$ cat src/rtl/fetch_line_unpacker_if.sv
// Line and instruction channels between the I-cache, the unpacker and decode.
// The slave modport is the unpacker's view; master is the surrounding fetch/decode logic.
interface fetch_line_unpacker_if #(
  parameter int XLEN       = 64,
  parameter int ILEN       = 32,
  parameter int LINE_INSTR = 32
);
  logic                       line_valid;
  logic                       line_ready;
  logic [XLEN-1:0]            line_pc;
  logic [LINE_INSTR*ILEN-1:0] line;
  logic                       instr_valid;
  logic                       instr_ready;
  logic [ILEN-1:0]            instr;
  logic [XLEN-1:0]            pc;
  logic                       redirect;
  logic [XLEN-1:0]            redirect_pc;
  logic                       stale;
  logic [XLEN-1:0]            exp_pc;

  modport master (
    output line_valid, line_pc, line, instr_ready, redirect, redirect_pc,
    input  line_ready, instr_valid, instr, pc, stale, exp_pc
  );

  modport slave (
    input  line_valid, line_pc, line, instr_ready, redirect, redirect_pc,
    output line_ready, instr_valid, instr, pc, stale, exp_pc
  );
endinterface

$ cat src/rtl/fetch_line_unpacker.sv
// Accepts whole I-cache lines and streams them to decode one instruction per cycle,
// dropping lines whose base does not match the expected fetch address.
module fetch_line_unpacker #(
  parameter int              XLEN       = 64,
  parameter int              ILEN       = 32,
  parameter int              LINE_INSTR = 32,
  parameter logic [XLEN-1:0] BOOT_PC    = '0
) (
  input logic                 clk_i,
  input logic                 rst_i,
  fetch_line_unpacker_if.slave bus
);
  localparam int IDXW = $clog2(LINE_INSTR);
  localparam int LOW  = IDXW + 2;

  localparam logic [XLEN-1:0] LINE_BYTES = XLEN'(LINE_INSTR * 4);
  localparam logic [XLEN-1:0] ALIGN_MASK = {{(XLEN-LOW){1'b1}}, {LOW{1'b0}}};
  localparam logic [IDXW-1:0] LAST_IDX   = IDXW'(LINE_INSTR - 1);

  localparam logic [0:0] ST_EMPTY  = 1'b0;
  localparam logic [0:0] ST_ACTIVE = 1'b1;

  typedef logic [LINE_INSTR-1:0][ILEN-1:0] line_t;

  logic [0:0]      state_q, state_d;
  line_t           line_q, line_d;
  logic [XLEN-1:0] base_q, base_d;
  logic [IDXW-1:0] idx_q, idx_d;
  logic [XLEN-1:0] exp_q, exp_d;
  logic [IDXW-1:0] start_q, start_d;
  logic            stale_q, stale_d;

  logic            is_last;
  logic            instr_valid;
  logic            line_ready;
  logic            line_accept;
  logic            instr_hs;
  logic [XLEN-1:0] next_base;
  logic [XLEN-1:0] exp_cmp;
  logic            line_match;

  assign is_last     = (idx_q == LAST_IDX);
  assign instr_valid = (state_q == ST_ACTIVE) && !bus.redirect;
  assign line_ready  = (state_q == ST_EMPTY) || bus.redirect || (is_last && bus.instr_ready);
  assign line_accept = bus.line_valid && line_ready;
  assign instr_hs    = instr_valid && bus.instr_ready;
  assign next_base   = base_q + LINE_BYTES;

  // A line accepted while the last instruction leaves must match the line that follows it.
  assign exp_cmp    = (state_q == ST_ACTIVE) ? next_base : exp_q;
  assign line_match = (bus.line_pc[XLEN-1:LOW] == exp_cmp[XLEN-1:LOW]);

  always_comb begin
    // NOTE: every next-state signal gets a default first so no path leaves one unassigned (no latches).
    state_d = state_q;
    line_d  = line_q;
    base_d  = base_q;
    idx_d   = idx_q;
    exp_d   = exp_q;
    start_d = start_q;
    stale_d = 1'b0;

    if (bus.redirect) begin
      state_d = ST_EMPTY;
      exp_d   = bus.redirect_pc & ALIGN_MASK;
      start_d = bus.redirect_pc[LOW-1:2];
    end else if (state_q == ST_EMPTY) begin
      if (line_accept) begin
        if (line_match) begin
          line_d  = line_t'(bus.line);
          base_d  = exp_q;
          idx_d   = start_q;
          state_d = ST_ACTIVE;
        end else begin
          stale_d = 1'b1;
        end
      end
    end else if (instr_hs) begin
      if (!is_last) begin
        idx_d = idx_q + IDXW'(1);
      end else begin
        exp_d   = next_base;
        start_d = '0;
        state_d = ST_EMPTY;
        if (line_accept) begin
          if (line_match) begin
            line_d  = line_t'(bus.line);
            base_d  = next_base;
            idx_d   = '0;
            state_d = ST_ACTIVE;
          end else begin
            stale_d = 1'b1;
          end
        end
      end
    end
  end

  // NOTE: sequential state uses non-blocking assignments so every register samples pre-edge values.
  always_ff @(posedge clk_i) begin
    if (rst_i) begin
      state_q <= ST_EMPTY;
      idx_q   <= '0;
      exp_q   <= BOOT_PC & ALIGN_MASK;
      start_q <= '0;
      stale_q <= 1'b0;
    end else begin
      state_q <= state_d;
      idx_q   <= idx_d;
      exp_q   <= exp_d;
      start_q <= start_d;
      stale_q <= stale_d;
    end
  end

  // NOTE: the line buffer and its base are qualified by state_q, so they carry no reset.
  always_ff @(posedge clk_i) begin
    line_q <= line_d;
    base_q <= base_d;
  end

  assign bus.line_ready  = line_ready;
  assign bus.instr_valid = instr_valid;
  assign bus.instr       = line_q[idx_q];
  assign bus.pc          = base_q + XLEN'({idx_q, 2'b00});
  assign bus.stale       = stale_q;
  assign bus.exp_pc      = exp_q;

  // Offset bits below the line (and below the instruction) are don't-cares.
  logic unused_low_bits;
  assign unused_low_bits = ^{bus.line_pc[LOW-1:0], bus.redirect_pc[1:0]};
endmodule

$ cat src/flat_wrapper.sv
// flat-port wrapper written by rule: the top's interface ports become plain ports
module fetch_line_unpacker_flat 
#(
  parameter int              XLEN       = 64,
  parameter int              ILEN       = 32,
  parameter int              LINE_INSTR = 32,
  parameter logic [XLEN-1:0] BOOT_PC    = '0
)
  (clk_i, rst_i, bus_line_valid, bus_line_pc, bus_line, bus_instr_ready, bus_redirect, bus_redirect_pc, bus_line_ready, bus_instr_valid, bus_instr, bus_pc, bus_stale, bus_exp_pc);
  fetch_line_unpacker_if #(.XLEN(XLEN), .ILEN(ILEN), .LINE_INSTR(LINE_INSTR)) bus_i ();
  input logic clk_i;
  input logic rst_i;
  input wire logic [$bits(bus_i.line_valid)-1:0] bus_line_valid;
  input wire logic [$bits(bus_i.line_pc)-1:0] bus_line_pc;
  input wire logic [$bits(bus_i.line)-1:0] bus_line;
  input wire logic [$bits(bus_i.instr_ready)-1:0] bus_instr_ready;
  input wire logic [$bits(bus_i.redirect)-1:0] bus_redirect;
  input wire logic [$bits(bus_i.redirect_pc)-1:0] bus_redirect_pc;
  output wire logic [$bits(bus_i.line_ready)-1:0] bus_line_ready;
  output wire logic [$bits(bus_i.instr_valid)-1:0] bus_instr_valid;
  output wire logic [$bits(bus_i.instr)-1:0] bus_instr;
  output wire logic [$bits(bus_i.pc)-1:0] bus_pc;
  output wire logic [$bits(bus_i.stale)-1:0] bus_stale;
  output wire logic [$bits(bus_i.exp_pc)-1:0] bus_exp_pc;
  assign bus_i.line_valid = bus_line_valid;
  assign bus_i.line_pc = bus_line_pc;
  assign bus_i.line = bus_line;
  assign bus_i.instr_ready = bus_instr_ready;
  assign bus_i.redirect = bus_redirect;
  assign bus_i.redirect_pc = bus_redirect_pc;
  assign bus_line_ready = bus_i.line_ready;
  assign bus_instr_valid = bus_i.instr_valid;
  assign bus_instr = bus_i.instr;
  assign bus_pc = bus_i.pc;
  assign bus_stale = bus_i.stale;
  assign bus_exp_pc = bus_i.exp_pc;
  fetch_line_unpacker #(.XLEN(XLEN), .ILEN(ILEN), .LINE_INSTR(LINE_INSTR), .BOOT_PC(BOOT_PC)) u_core (.clk_i(clk_i), .rst_i(rst_i), .bus(bus_i));
endmodule
$ cat config.mk
export PLATFORM = sky130hd
export DESIGN_NAME = fetch_line_unpacker_flat
export DESIGN_NICKNAME = d
export VERILOG_FILES = /design/src/rtl/fetch_line_unpacker_if.sv /design/src/rtl/fetch_line_unpacker.sv /design/src/flat_wrapper.sv
export SDC_FILE = /design/constraint.sdc
export NUM_CORES = 2
export LEC_CHECK = 0
export CORE_AREA = 2 2 512 514
export CTS_CLUSTER_DIAMETER = 40
export DETAILED_ROUTE_END_ITERATION = 7
export DIE_AREA = 0 0 514 516
export PLACE_DENSITY = 0.47
export SLEW_MARGIN = 10
export SYNTH_ARGS = -nofsm -noshare
export SYNTH_HDL_FRONTEND = slang
export SYNTH_SLANG_ARGS = --single-unit
$ cat constraint.sdc
create_clock -name clk_i -period 95.5 [get_ports clk_i]
set_input_delay 19.1 -clock clk_i [delete_from_list [all_inputs] [get_ports clk_i]]
set_output_delay 19.1 -clock clk_i [all_outputs]
set_load 0.05 [all_outputs]
==> impl_summary.md <==
Clock tree
The hold-fix buffer count after cts is 0. The number of buffers between clock root and the deepest sink is 4. The H-tree depth is 4. The CTS tree is yes. The number of clock buffers inserted by TritonCTS is 230.

The number of gates given a new drive strength after cts is 0. The clock-pin transition on the worst setup and hold timing paths is 0.05 ns. Once the clock tree was built, the setup fixing pass inserted 0 buffers.

The clock reaches the later pin of the worst-skew pair after 0.91 ns. The tree built by TritonCTS fans out to 1,164 sinks. In this run the clock root is driven by a sky130_fd_sc_hd__clkbuf_16.

Logic synthesis
The number of synthesis warnings is 0. Counting flops with an async set or reset pin after synthesis yields a share of 0%. The number of flops mapped to enable cells by yosys is 1,088.

Ranked by instance count, the synthesized netlist is headed by sky130_fd_sc_hd__edfxtp_1, sky130_fd_sc_hd__mux4_2, sky130_fd_sc_hd__nor2_1. The average instance in the mapped netlist occupies 17.6 µm². The cell type with the largest total area after synthesis is sky130_fd_sc_hd__edfxtp_1.

The most instantiated flip-flop cell in the synthesis netlist is sky130_fd_sc_hd__edfxtp_1. After technology mapping, the gate count stands at 2,799. The cell area that synthesis handed to floorplanning was 49,200 µm². Counting flops and latches in the post-synthesis netlist gives 1,164. The post-synth net total is 3,965. Among all cell types in the netlist, the one instantiated most often is sky130_fd_sc_hd__edfxtp_1.

The area fraction of the dominant cell type after synthesis is 66.4%. Ranked by total cell area, the synthesized netlist is headed by sky130_fd_sc_hd__edfxtp_1, sky130_fd_sc_hd__mux4_2, sky130_fd_sc_hd__dfxtp_1. The count of distinct cell types in the synthesized netlist is 73.

The sequential cell area fraction in the yosys report is 69.5%.

Pwr
The internal cell power is 1.13 mW. Of the total power, combinational logic draws 4.9%. The portion of total power attributed to the clock network is 56.4%. The fraction of power spent switching nets is 22.3%. Across the VDD grid, the largest voltage drop is 0.0155 mV. In this run the power density over the cells is 19.5 nW/µm².

Overall power consumption after layout is estimated at 1.45 mW. Per report_power, the sequential group accounts for 38.7% of the total. In this run the static leakage power is 23.5 nW. Summed over all nets, the switching power comes to 0.323 mW.

Global routing
The first global-routing pass estimated 316,000 µm of wire. The number of global-route vias before repair is 35,292. Global routing finished with a remaining overflow of 0. Global routing used 17.6% of the available tracks.

The initial antenna violation count is 153. The pin count of the biggest net entering global routing is 152.

STA
Headroom to the max-slew limit came out at 23.0%. The aggregate negative setup slack is 0 ns. The final count of negative-setup-slack endpoints is 0.

Setup repair after global routing left no endpoint under its margin. The max-slew violation count was 0. Between clock sinks in the finished design, the worst skew comes to 0.127 ns. Across all hold checks on the routed design, the worst slack comes to 0.467 ns.

The number of hold-slack violations in the final timing report is 0. The setup slack of the critical path after layout is 55.17 ns. Timing would allow up to 0.0248 GHz. Dividing the final minimum period by the clock period gives 42.2%. After layout, the minimum clock period comes to 40.33 ns. At the pin with the least slew margin, the transition time is 1.15 ns.

Placed design
Detailed placement finished with a half-perimeter wire length of 192,000 µm. At the end of routability-driven placement, the weighted congestion stood at 0.942. Timing analysis after detailed placement gives a worst setup slack of 55.21 ns. Once placement completed, the tool counted placed cells totaling 7,385. The number of I/O port buffers is 1,310.

Floorplan
The initial utilization of the core area, before any placement, comes to 19.0%. The row count is 187. The floorplan step defined a die boundary enclosing 265,000 µm². The top-level I/O count is 1,320. The die is 516 µm tall. The die is 514 µm wide. The core region is 259,000 µm².

Drt
The final antenna-violating net count is 0. The number of DRC violations after detailed routing is 0. The first-pass iteration count of the detailed router is 5. The count of routing violations after the opening detailed-route iteration is 2,700.

Using the TritonRoute via totals, the vias-per-cell ratio works out to 4.25. The detailed router placed 33,433 vias in this run. The final routed wire length divided by cell count is 30.8 µm. The final layout contains routed wiring with a total length of 242,000 µm.

Layout
The number of cells in the finished layout apart from fillers is 7,863. The net count of the finished layout is 5,381. The ratio of cells with drive above 1 in the final layout is 19.2%.

Relative to the synthesized area, the layout overhead comes to 51.3%.

Critical path
Along the worst path, the maximum fanout reaches 7. By startpoint and endpoint, the worst setup path is classified as in2out. Data on the critical path arrives at its endpoint at 21.23 ns. The worst setup path is launched from a primary input.

The required time at the endpoint of the critical path is 76.40 ns. The sort of element at the end of the critical path is an output pin. For flop-to-flop paths, the worst setup slack is 87.01 ns.

Worst hold path
In this run the worst hold path is classified as reg2reg.

Status
The run finished with clean final reports.

Run
Across the run, the number of max-cap violations was 0.
==> metrics by stage <==
step                      instance area [µm²]  util (%)
after floorplan                         49200         -
after global placement                  66400      25.6
after detailed placement                66400      25.6
after CTS                               74300      28.7
after global routing                    74400      28.7
final                                   74400      28.7
==> registers in the layout, summed over array words and instances (netlist names) <==
register and count:
u_core.state_q 1, u_core.base_q 64, u_core.bus.stale 1, u_core.idx_q 5
u_core.bus.exp_pc 64, u_core.start_q 5, u_core.line_q 1024
==> power groups by stage <==
stage               logic [mW]  registers [mW]  clock network (mW)
floorplan              0.00802           0.575                   0
global placement        0.0701           0.571                   0
detailed placement      0.0705           0.571                   0
CTS                     0.0708           0.561               0.836
global route            0.0741           0.561               0.858
finish                  0.0706           0.561               0.818
==> path summary, 6_finish.rpt <==
kind,from,endpoint,cells past startpoint
worst max register to register,u_core.base_q[7],u_core.line_q[587],18
worst min register to register,u_core.bus.exp_pc[5],u_core.base_q[5],0
worst min-delay path,u_core.bus.exp_pc[5],u_core.base_q[5],0
worst max-delay path,bus_instr_ready,bus_line_ready,4
==> metal layers <==
metal  routed length (µm)  track usage, %  up-vias
li1                     -               -    14366
met1                82500            18.0    16966
met2               133000            33.8     1524
met3                19100            5.49      489
met4                 7420            5.69       88
met5                  554               0        -
==> kinds of logic (layout without fill, tap and decap cells) <==
group,after synthesis,count (layout),share of synthesized area [%]
other,0,49,0
AO/OA/AOI/OAI,272,272,3.78
buffers and inverters,218,1831,1.72
AND/OR/NAND/NOR,595,595,5.96
multiplexers,359,359,15.5
XOR/XNOR,182,182,3.24
adder cells (fa/ha/maj),9,9,0.244
flip-flops,1164,1164,69.5
==> cells in the final DEF, fill, tap and decap left out, types with 48 or more instances in the layout <==
cell type                         instances
sky130_fd_sc_hd__clkbuf_16              231
sky130_fd_sc_hd__diode_2                 49
sky130_fd_sc_hd__clkdlybuf4s50_1       1308
sky130_fd_sc_hd__nand4_1                 54
sky130_fd_sc_hd__mux4_2                 320
sky130_fd_sc_hd__xor2_1                  62
sky130_fd_sc_hd__dfxtp_1                 70
sky130_fd_sc_hd__edfxtp_1              1088
sky130_fd_sc_hd__nor2_1                 202
sky130_fd_sc_hd__xnor2_1                120
sky130_fd_sc_hd__nand2_1                115
sky130_fd_sc_hd__nand3_1                 48
sky130_fd_sc_hd__buf_4                   61
sky130_fd_sc_hd__a21oi_1                 84
==> worst max-delay path: stages <==
cell                              delay [ns]
sky130_fd_sc_hd__clkdlybuf4s50_1        0.78
sky130_fd_sc_hd__nand2_1                0.36
sky130_fd_sc_hd__nand2_1                0.17
sky130_fd_sc_hd__clkdlybuf4s50_1        0.82
==> layout make-up <==
class / count / area [µm²]
Antenna cell: 49 / 123
Sequential cell: 1164 / 34200
Clock buffer: 256 / 5960
Tap cell: 3402 / 4260
Inverter: 30 / 113
Timing Repair Buffer: 1372 / 13600
Clock inverter: 173 / 1930
Fill cell: 26053 / 185000
Multi-Input combinational cell: 1417 / 14200
(Power assumes the default switching activity.)
